--- config.mk ---
export PLATFORM = sky130hd
export DESIGN_NAME = updown_counter_mod
export DESIGN_NICKNAME = d
export VERILOG_FILES = /design/src/rtl/udc_pkg.sv /design/src/rtl/udc_next_count.sv /design/src/rtl/updown_counter_mod.sv
export SDC_FILE = /design/constraint.sdc
export NUM_CORES = 1
export LEC_CHECK = 0
export BUFFER_PORTS_ARGS = -buffer_cell sky130_fd_sc_hd__buf_2
export CAP_MARGIN = 25
export CELL_PAD_IN_SITES_DETAIL_PLACEMENT = 0
export CELL_PAD_IN_SITES_GLOBAL_PLACEMENT = 1
export CORE_ASPECT_RATIO = 0.6
export CORE_MARGIN = 5
export CORE_UTILIZATION = 35
export CTS_BUF_LIST = sky130_fd_sc_hd__clkbuf_16
export CTS_CLUSTER_SIZE = 16
export DETAILED_ROUTE_END_ITERATION = 8
export GPL_ROUTABILITY_DRIVEN = 1
export MAX_ROUTING_LAYER = met4
export PLACE_DENSITY_LB_ADDON = 0.1
export SETUP_SLACK_MARGIN = 0.15
export SLEW_MARGIN = 20
export SYNTH_ARGS = -nofsm -noshare
export SYNTH_HDL_FRONTEND = slang
export SYNTH_SLANG_ARGS = --single-unit
--- constraint.sdc ---
create_clock -name clk -period 2.9 [get_ports clk]
set_input_delay 0.145 -clock clk [delete_from_list [all_inputs] [get_ports clk]]
set_output_delay 0.145 -clock clk [all_outputs]
set_load 0.03 [all_outputs]
--- src/rtl/udc_pkg.sv ---
// Shared constants and the wrap/saturate mode type for the up/down counter.
// The optional compare feature of updown_counter_mod is enabled with macro UDC_CMP_EN.
package udc_pkg;

   localparam logic UDC_UP = 1'b1;
   localparam logic UDC_DN = 1'b0;

   typedef enum logic {
      UDC_WRAP = 1'b0,
      UDC_SAT  = 1'b1
   } udc_mode_e;

   function automatic udc_mode_e udc_mode(input int saturate);
      return (saturate != 0) ? UDC_SAT : UDC_WRAP;
   endfunction

endpackage

--- src/rtl/udc_next_count.sv ---
// Combinational next-state logic for the up/down counter: load clamp, step,
// wrap/saturate at the ends, end events and the cascade terminal count.
module udc_next_count
   import udc_pkg::*;
#(
   parameter int WIDTH    = 8,
   parameter int MOD_MAX  = 2**WIDTH-1,
   parameter int SATURATE = 0
) (
   input  logic [WIDTH-1:0] count,
   input  logic             up_dn,
   input  logic             en,
   input  logic             ld,
   input  logic [WIDTH-1:0] data_in,
   output logic [WIDTH-1:0] next_count,
   output logic             tc,
   output logic             ovf_evt,
   output logic             unf_evt
);

   localparam logic [WIDTH-1:0] MAX_V  = MOD_MAX[WIDTH-1:0];
   localparam logic [WIDTH-1:0] ZERO_V = {WIDTH{1'b0}};
   localparam logic [WIDTH-1:0] ONE_V  = {{(WIDTH-1){1'b0}}, 1'b1};
   localparam udc_mode_e        MODE   = udc_mode(SATURATE);

   function automatic logic [WIDTH-1:0] clamp(input logic [WIDTH-1:0] value);
      return (value > MAX_V) ? MAX_V : value;
   endfunction

   logic at_top_s;
   logic at_bot_s;

   assign at_top_s = (count == MAX_V);
   assign at_bot_s = (count == ZERO_V);

   // Next count and end events; load outranks counting.
   always_comb begin
      next_count = count;
      ovf_evt    = 1'b0;
      unf_evt    = 1'b0;
      if (ld) begin
         next_count = clamp(data_in);
      end else if (en) begin
         if (up_dn == UDC_UP) begin
            ovf_evt = at_top_s;
            if (!at_top_s) begin
               next_count = count + ONE_V;
            end else begin
               case (MODE)
                  UDC_SAT:  next_count = MAX_V;
                  UDC_WRAP: next_count = ZERO_V;
                  default:  next_count = ZERO_V;
               endcase
            end
         end else begin
            unf_evt = at_bot_s;
            if (!at_bot_s) begin
               next_count = count - ONE_V;
            end else begin
               case (MODE)
                  UDC_SAT:  next_count = ZERO_V;
                  UDC_WRAP: next_count = MAX_V;
                  default:  next_count = MAX_V;
               endcase
            end
         end
      end else begin
         next_count = count;
      end
   end

   assign tc = ovf_evt | unf_evt;

endmodule

--- src/rtl/updown_counter_mod.sv ---
// Parametrised up/down counter with load, modulus, wrap/saturate and sticky flags.
// Define UDC_CMP_EN to add the cmp_val input and registered cmp_hit output.
module updown_counter_mod
   import udc_pkg::*;
#(
   parameter int WIDTH    = 8,
   parameter int MOD_MAX  = 2**WIDTH-1,
   parameter int SATURATE = 0
) (
   input  logic             clk,
   input  logic             reset,
   input  logic             en,
   input  logic             ld,
   input  logic             up_dn,
   input  logic [WIDTH-1:0] data_in,
   input  logic             clr_flags,
   output logic [WIDTH-1:0] count,
   output logic             tc,
   output logic             ovf,
   output logic             unf
`ifdef UDC_CMP_EN
   ,
   input  logic [WIDTH-1:0] cmp_val,
   output logic             cmp_hit
`endif
);

   function automatic logic sticky_next(input logic flag, input logic evt, input logic clr);
      return evt ? 1'b1 : (clr ? 1'b0 : flag);
   endfunction

   logic [WIDTH-1:0] count_r;
   logic             ovf_r;
   logic             unf_r;
   logic [WIDTH-1:0] next_count_s;
   logic             tc_s;
   logic             ovf_evt_s;
   logic             unf_evt_s;

   udc_next_count #(
      .WIDTH    (WIDTH),
      .MOD_MAX  (MOD_MAX),
      .SATURATE (SATURATE)
   ) u_next (
      .count      (count_r),
      .up_dn      (up_dn),
      .en         (en),
      .ld         (ld),
      .data_in    (data_in),
      .next_count (next_count_s),
      .tc         (tc_s),
      .ovf_evt    (ovf_evt_s),
      .unf_evt    (unf_evt_s)
   );

   // Count and sticky flag registers; a set event outranks clr_flags.
   always_ff @(posedge clk) begin
      if (reset) begin
         count_r <= {WIDTH{1'b0}};
         ovf_r   <= 1'b0;
         unf_r   <= 1'b0;
      end else begin
         count_r <= next_count_s;
         ovf_r   <= sticky_next(ovf_r, ovf_evt_s, clr_flags);
         unf_r   <= sticky_next(unf_r, unf_evt_s, clr_flags);
      end
   end

   assign count = count_r;
   assign ovf   = ovf_r;
   assign unf   = unf_r;
   assign tc    = tc_s;

`ifdef UDC_CMP_EN
   logic cmp_hit_r;

   // Period-match strobe, one cycle after the count equals cmp_val.
   always_ff @(posedge clk) begin
      if (reset) begin
         cmp_hit_r <= 1'b0;
      end else begin
         cmp_hit_r <= (count_r == cmp_val);
      end
   end

   assign cmp_hit = cmp_hit_r;
`endif

endmodule

# == Word-level counts from Yosys, hierarchy flattened ==
# Cells that the tools add are included.
# classes
n_bitwise,1
eq_ne,1
n_addsub,2
muxes,15
n_reduce_logical,4
order_cmp,1
# op_table
operator,n
2-to-1 mux 8 bit,6
2-to-1 mux 1 bit,9
adder 8 x 1 -> 8 bit (second input constant),1
equality test 8 bit (second input constant),1
greater-than comparator 8 bit (second input constant),1
logical NOT 8 bit,1
subtractor 8 x 1 -> 8 bit (second input constant),1
nonzero test 2 bit,3
bitwise OR 1 bit,1
# totals
in_bits,14
ff_bits,10

# == Depth between registers and ports, before layout ==
# Gate-level depths: netlist of the first run.
# depth
depth_word,5
mapped_depth,6
mapped_depth_nobuf,6

# == Hierarchy ==
# A second synthesis of the first run with hierarchy kept.
# unflattened
hier_cells,127
area_unflattened_um2,939.7
# modules_own_cells
module,instances,area_per_inst_um2,seq_area_each_um2,cells_each
udc_next_count,1,659.4,0.0,103
updown_counter_mod,1,280.3,200.2,24

# == Least setup slack after synthesis of the first run ==
# Ideal clock, no wire load.
# synth_timing
path_kind,reg2reg
from,"register count_r[0], in the netlist count[0]"
to,"register count_r[0], in the netlist count[0]"
setup_time_ns,0.066
slack_ns,0.801
stages_incl_launch_ff,7
t_arrival_ns,2.033
required_ns,2.834
path_cell_list,dfxtp_1 inv_1 ha_1 or4b_4 or3_4 a211o_1 a21oi_2
# synth_via
elab_chain_cells,5
# synth_rtl
item,line_no,rtl
"start, declared",updown_counter_mod.sv:32,logic [WIDTH-1:0] count_r;
"start signal, assigned",updown_counter_mod.sv:59,count_r <= {WIDTH{1'b0}};
"start signal, assigned",updown_counter_mod.sv:63,count_r <= next_count_s;
subtractor 8 x 1 -> 8 bit (tied with other cells),udc_next_count.sv:58,next_count = count - ONE_V;
"2-to-1 mux 8 bit, on equally long branches","udc_next_count.sv:57, udc_next_count.sv:46",
2-to-1 mux 8 bit (*),udc_next_count.sv:44,if (up_dn == UDC_UP) begin
2-to-1 mux 8 bit (*),udc_next_count.sv:43,end else if (en) begin
2-to-1 mux 8 bit (*),udc_next_count.sv:41,if (ld) begin
# Mark *: on every way between the ends. The rest lies on a longest branch, timed or not. The select of a mux whose other input is x is not followed.
# A chain may end at the register's enable or synchronous reset.

# == Worst setup path in the final report of the first run ==
# layout_timing
from,"register count_r[0], in the netlist count[0]"
to,output tc
# layout_via
elab_chain_cells,5
# layout_rtl
item,line_no,rtl
equality test 8 bit or logical NOT 8 bit (tied branches),"udc_next_count.sv:33, udc_next_count.sv:34",
2-to-1 mux 1 bit,udc_next_count.sv:44,
2-to-1 mux 1 bit,udc_next_count.sv:43,
2-to-1 mux 1 bit,udc_next_count.sv:41,
bitwise OR 1 bit (*),udc_next_count.sv:72,assign tc = ovf_evt | unf_evt;
"end, declared",updown_counter_mod.sv:18,"output logic tc,"
# Mark *: on every way between the ends. The rest lies on a longest branch, timed or not.

==> impl_metrics.ini, run 1 <==
[route]
routed_wl_um = 2680
dr.pass1.iters = 4
wire_per_inst_um = 15.7
vias = 973
ant_nets = 0
drt-initial-drc-count = 102
route.detailed.drc = 0
post_drt_via_cell_ratio = 5.72

[power]
p_leak_nw = 0.459
max-vdd-ir-drop_mv = 0.307
powerDensity_nw_per_um2 = 528

[floorplan]
core_um2 = 2490
initial_core_util_pct = 36.3
std_cell_rows = 14
num_io_pins = 25
fp.dieW_um = 75.5
die_h_um = 49.3
die-area_um2 = 3730

[logic_synthesis]
syn_area_per_cell_um2 = 7.52
synth_cells = 120
async_reset_ff_share_pct = 0
ys_ff_latch = 10
synth_edf_count = 0
synth-seq-area-share_pct = 22.2
synth_cell_type_count = 47
synthesis.area_um2 = 902
synthFlopType = dfxtp_1
syn-num-nets = 137
yosys_warnings = 0

[timing]
setup_violations = 0
rsz0062_at_grt = false
max_slew_margin_pct = 71.5
final-max-slew-violation-count = 0
hold_viol_final = 0
worstMarginPinSlew_ps = 427
fin_setup_tns_ps = 0
max_freq_mhz = 445
period_share_pct = 77.6
period_minus_slack_ps = 2250
finClkSkew_ps = 3.27

[cts]
clk_latency_ps = 240
cts_root_buf = clkbuf_16
cts_resized = 0
post_cts_buffers = 0
hold_buffers = 0
cts_buffers = 3
cts.path.max_buffers = 2
cts_tree = done
path_clk_slew_ps = 40
clock_sinks = 10
cts_max_level = 1

[layout]
syn_to_final_growth_pct = 19.7
nFillCells = 274
fin_util_pct = 43.4
seqCellArea_um2 = 200
nets = 156
drive_above_1_share_pct = 24.6
multi_input_area_um2 = 603
diodes = 0

[global_routing]
antenna_found_initial = 0
gr-total-overflow = 0
grt_max_degree = 20
grt_pass1_vias = 848
grt_pass1_wl_um = 4340
grt_use_total_pct = 15.5

[worst_hold_path]
hold_path.class = input port to flip-flop

[setup_path]
setup.worst_path.start_class = flip-flop
cp.arrival_ps = 2100
endpoint_kind = primary output
worstSetupPathType = flip-flop to primary output
cp_max_fo = 9
critical_path_required_ps = 2760

[job]
cap_violations = 0

[placement]
io_buffers = 24
dp_hpwl_um = 1910
place.gp.congestion = 0.876

[outcome]
outcome = complete, no violations
[Yosys cell counts (2+ instances only)]
cell	number	area share, %
dfxtp_1	10	22
inv_1	10	4.2
a21oi_1	9	5.0
nand2_1	7	2.9
o21ai_0	7	3.9
nand3_1	6	3.3
nor3_1	5	2.8
a211oi_1	4	3.3
a31oi_1	4	2.8
nor2_1	4	1.7
o31ai_1	4	3.3
buf_2	3	1.7
ha_1	3	4.2
a21o_1	2	1.7
buf_4	2	1.7
clkbuf_1	2	0.83
nor2b_1	2	1.4
nor4_1	2	1.4
o21a_1	2	1.7
or2b_1	2	1.7
or3_4	2	2.5
or4_1	2	1.7
xor2_1	2	1.9
[final timing paths]
check             cells after the start  slack (ps)       end  startpoint
hold reg to reg                       2         460       ovf         ovf
setup / recovery                      6         650        tc    count[0]
setup reg to reg                      6         800  count[0]    count[0]
hold / removal                        3         160  count[2]  data_in[2]
[power by group]
group | total, W | switching (W) | internal, W
clock | 0.000254 | 0.0000724 | 0.000182
sequential | 0.000174 | 0.0000262 | 0.000148
combinational | 0.000142 | 0.0000817 | 0.0000602
total | 0.000570 | 0.000180 | 0.000390
[worst max-delay path: stages (launching register included)]
cell and delay, ps:
dfxtp_1 380, inv_1 150, ha_1 170, or4b_4 490, nor3_1 340, o21a_1 150, buf_2 190
[layer usage]
layer  global-route usage [%]  share of wire, %
met1                     24.1                50
met2                     20.3                41
met3                     3.70               8.6
met4                     1.74              0.37
met5                        -                 0
[kinds of logic (layout without fill, tap and decap cells)]
logic type	after synthesis	count (layout)	share of synthesized area (%)
multiplexers	2	2	2.36
adder cells (fa/ha/maj)	3	3	4.16
AND/OR/NAND/NOR	38	38	24.4
XOR/XNOR	3	3	2.91
flip-flops	10	10	22.2
AO/OA/AOI/OAI	44	44	33.0
buffers and inverters	20	38	11.0
[placed cells by master (no fill, tap or decap), types with 2 or more instances in the layout]
cell	Yosys	final
or3_4	2	2
or2b_1	2	2
inv_1	10	10
o21ai_0	7	7
clkbuf_16	0	3
o21a_1	2	2
nand3_1	6	6
xor2_1	2	2
nor4_1	2	2
a211oi_1	4	4
buf_2	3	24
ha_1	3	3
or4_1	2	2
dfxtp_1	10	10
a31oi_1	4	4
nand2_1	7	7
o31ai_1	4	4
nor2_1	4	4
nor2b_1	2	2
a21oi_1	9	9
nor3_1	5	5
a21o_1	2	2
[sequential cells by signal, indices dropped and copies added (netlist names)]
signal and cells:
unf 1, ovf 1, count 8
[through the flow]
stage	instance area [µm²]	std cells	setup WS (ps)	power (W)	hold slack, ps
after detailed placement	1000	166	840	0.000315	415
after floorplan	902	120	801	0.000282	294
after global placement	1000	166	877	0.000316	403
after CTS	1080	170	667	0.000571	166
after global routing	1080	170	512	0.000597	167
final	1080	170	651	0.000570	165
[final cells by class]
| cell class | count | share of cell area (%) |
|---|---|---|
| repair buffers | 24 | 11.1 |
| flip-flops and latches | 10 | 18.5 |
| inverters | 10 | 3.48 |
| clock buffers | 3 | 6.95 |
| well taps | 32 | 3.71 |
| clock inverters | 1 | 0.348 |
| multi-input cells | 90 | 55.9 |
No activity file was read; power rests on OpenSTA's default activity.
==> run 2: changes to the inputs <==
- ABC_AREA: not set -> 1
- CORE_UTILIZATION: 35 -> 34
- clock period: 2.9 -> 2.1 ns (I/O delays scaled with it)
==> run 2 against run 1 <==
Against the previous run: sequential power is 35% higher; non-clock buffer count stayed put; global-route usage is 0.28 points lower; first-iteration DRC count is 30% lower; count of clock-buffer cells in the layout stayed put; area after synthesis is 2.6% lower; via count is 0.62% lower; combinational power is 45% higher; critical endpoint unchanged; largest power group unchanged.
==> impl_metrics.ini, run 2 <==
[outcome]
outcome = complete, no violations

[worst_hold_path]
whs_endpoint = count[1]
hold_path.class = input port to flip-flop
hp-start = data_in[1]
hold-path-cell-count = 3

[logic_synthesis]
synth.top_cell.area_share_pct = 22.8
synth_top_area_cell = dfxtp_1
synthesis.area_um2 = 878
yosys_warnings = 0
async_reset_ff_share_pct = 0
yosysMostFrequentCell = nand2_1
synth_cell_type_count = 28
synthTopCellsByArea = dfxtp_1, nand2_1, nand3_1
synthFlopType = dfxtp_1
syn-num-nets = 156
synth_edf_count = 0
synth-seq-area-share_pct = 22.8
ys_ff_latch = 10
syn_area_per_cell_um2 = 6.32
synthTopCellsByCount = nand2_1, nand3_1, inv_1, nor2_1
synth_cells = 139

[cts]
cts_tree = done
post_cts_buffers = 0
path_clk_slew_ps = 40
cts.path.max_buffers = 2
cts_buffers = 3
clk_latency_ps = 240
cts_root_buf = clkbuf_16
cts_max_level = 1
hold_buffers = 0
clock_sinks = 10
cts_resized = 0

[route]
vias = 967
route.detailed.drc = 0
post_drt_via_cell_ratio = 4.98
drt-initial-drc-count = 71
wire_per_inst_um = 13.2
routed_wl_um = 2560
ant_nets = 0
dr.pass1.iters = 5

[layout]
final_common_cell = nand2_1
multi_input_area_um2 = 567
nets = 181
diodes = 0
drive_above_1_share_pct = 24.1
final_area_um2 = 1070
largest_reg_flops = 8
syn_to_final_growth_pct = 22.2
layout_common_cells = nand2_1, buf_2, nand3_1
seqCellArea_um2 = 200
nFillCells = 270

[placement]
dp_hpwl_um = 1980
place.gp.congestion = 0.885
io_buffers = 24
dpl_cell_area_um2 = 998

[floorplan]
fp.dieW_um = 75.6
num_io_pins = 25
die-area_um2 = 3730
core_um2 = 2490
die_h_um = 49.4
std_cell_rows = 14
initial_core_util_pct = 35.3

[timing]
fin_setup_tns_ps = 0
max_slew_margin_pct = 74.9
period_share_pct = 81.7
hold_viol_final = 0
finClkSkew_ps = 0.760
final-max-slew-violation-count = 0
setup_violations = 0
period_minus_slack_ps = 1720
worstMarginPinSlew_ps = 374
rsz0062_at_grt = false
max_freq_mhz = 583

[setup_path]
cp.arrival_ps = 1610
timing.rr.start = count[0]
r2r-end = count[7]
cp_max_fo = 6
critical_path_required_ps = 2000
setup.worst_path.start_class = flip-flop
endpoint_kind = primary output
cp_cell_sequence = ha_1 > nand2_1 > nor2_4 > nand4_1 > nand2_1 > buf_2
r2r_cells = 8
max_stage_delay_ps = 420
reg2reg_slack_ps = 530
worstSetupPathType = flip-flop to primary output
path_common_cell = nand2_1
worst_path_max_delay_cell = dfxtp_1

[power]
powerDensity_nw_per_um2 = 720
max-vdd-ir-drop_mv = 0.396
power.total_w = 0.000773
p_leak_nw = 0.532

[global_routing]
grt_use_total_pct = 15.2
grt_max_degree = 11
met3_usage_pct = 5.14
use_met1_pct = 21.0
gr-total-overflow = 0
grt.met2_usage_pct = 20.8
grt_most_used_layer = met1
grt_pass1_wl_um = 4130
antenna_found_initial = 0
grt_pass1_vias = 859

[job]
cap_violations = 0
-- run 2: critical path: cells and delay by family, from the launching register on --
family	cells	cell delay, ps
buf+inv	1	190
flops	1	420
simple gates	4	570
fa+ha+maj	1	200
-- run 2: per-stage QoR --
| step | instances | setup WS, ps | hold WS [ps] | utilization (%) |
|---|---|---|---|---|
| after floorplan | 139 | 539 | 267 | - |
| after global placement | 191 | 532 | 384 | 40.1 |
| after detailed placement | 191 | 583 | 386 | 40.1 |
| after CTS | 194 | 389 | 142 | 43.2 |
| after global routing | 194 | 263 | 157 | 43.2 |
| final | 194 | 384 | 138 | 43.2 |
-- run 2: kinds of logic (layout without fill, tap and decap cells) --
logic type                 Yosys count  in the layout  synth area share [%]
AOI/OAI and AO/OA                   26             26                  18.5
DFF                                 10             10                  22.8
xor gates and xnor gates             2              2                  1.99
and+or+nand+nor                     75             75                  39.7
buffers and inverters               23             46                  12.7
adders and majority gates            3              3                  4.27
-- run 2: worst max-delay path by stage --
stage / start / endpoint / depth (start not counted)
final: count[0] / tc / 6
after global routing: count[0] / tc / 6
after CTS: count[0] / tc / 6
after detailed placement: count[0] / count[6] / 10
after global placement: count[0] / count[7] / 8
after floorplan: count[0] / count[3] / 8
-- run 2: routing by layer --
| layer | wire (µm) | share of wire, % |
|---|---|---|
| met1 | 1300 | 51 |
| met2 | 1050 | 41 |
| met3 | 170 | 6.6 |
| met4 | 35 | 1.4 |
| met5 | 0 | 0 |
-- run 2: cell type report --
type	instances	share of cell area, %
clock buffer	3	6.99
inverter	19	6.64
multi-input combinational	106	52.8
sequential	10	18.6
tap	32	3.73
timing repair buffer	24	11.2
-- run 2: power breakdown --
part	switching (W)	internal, W
logic	0.000135	0.0000713
clock network	0.0000853	0.000247
registers	0.0000293	0.000205
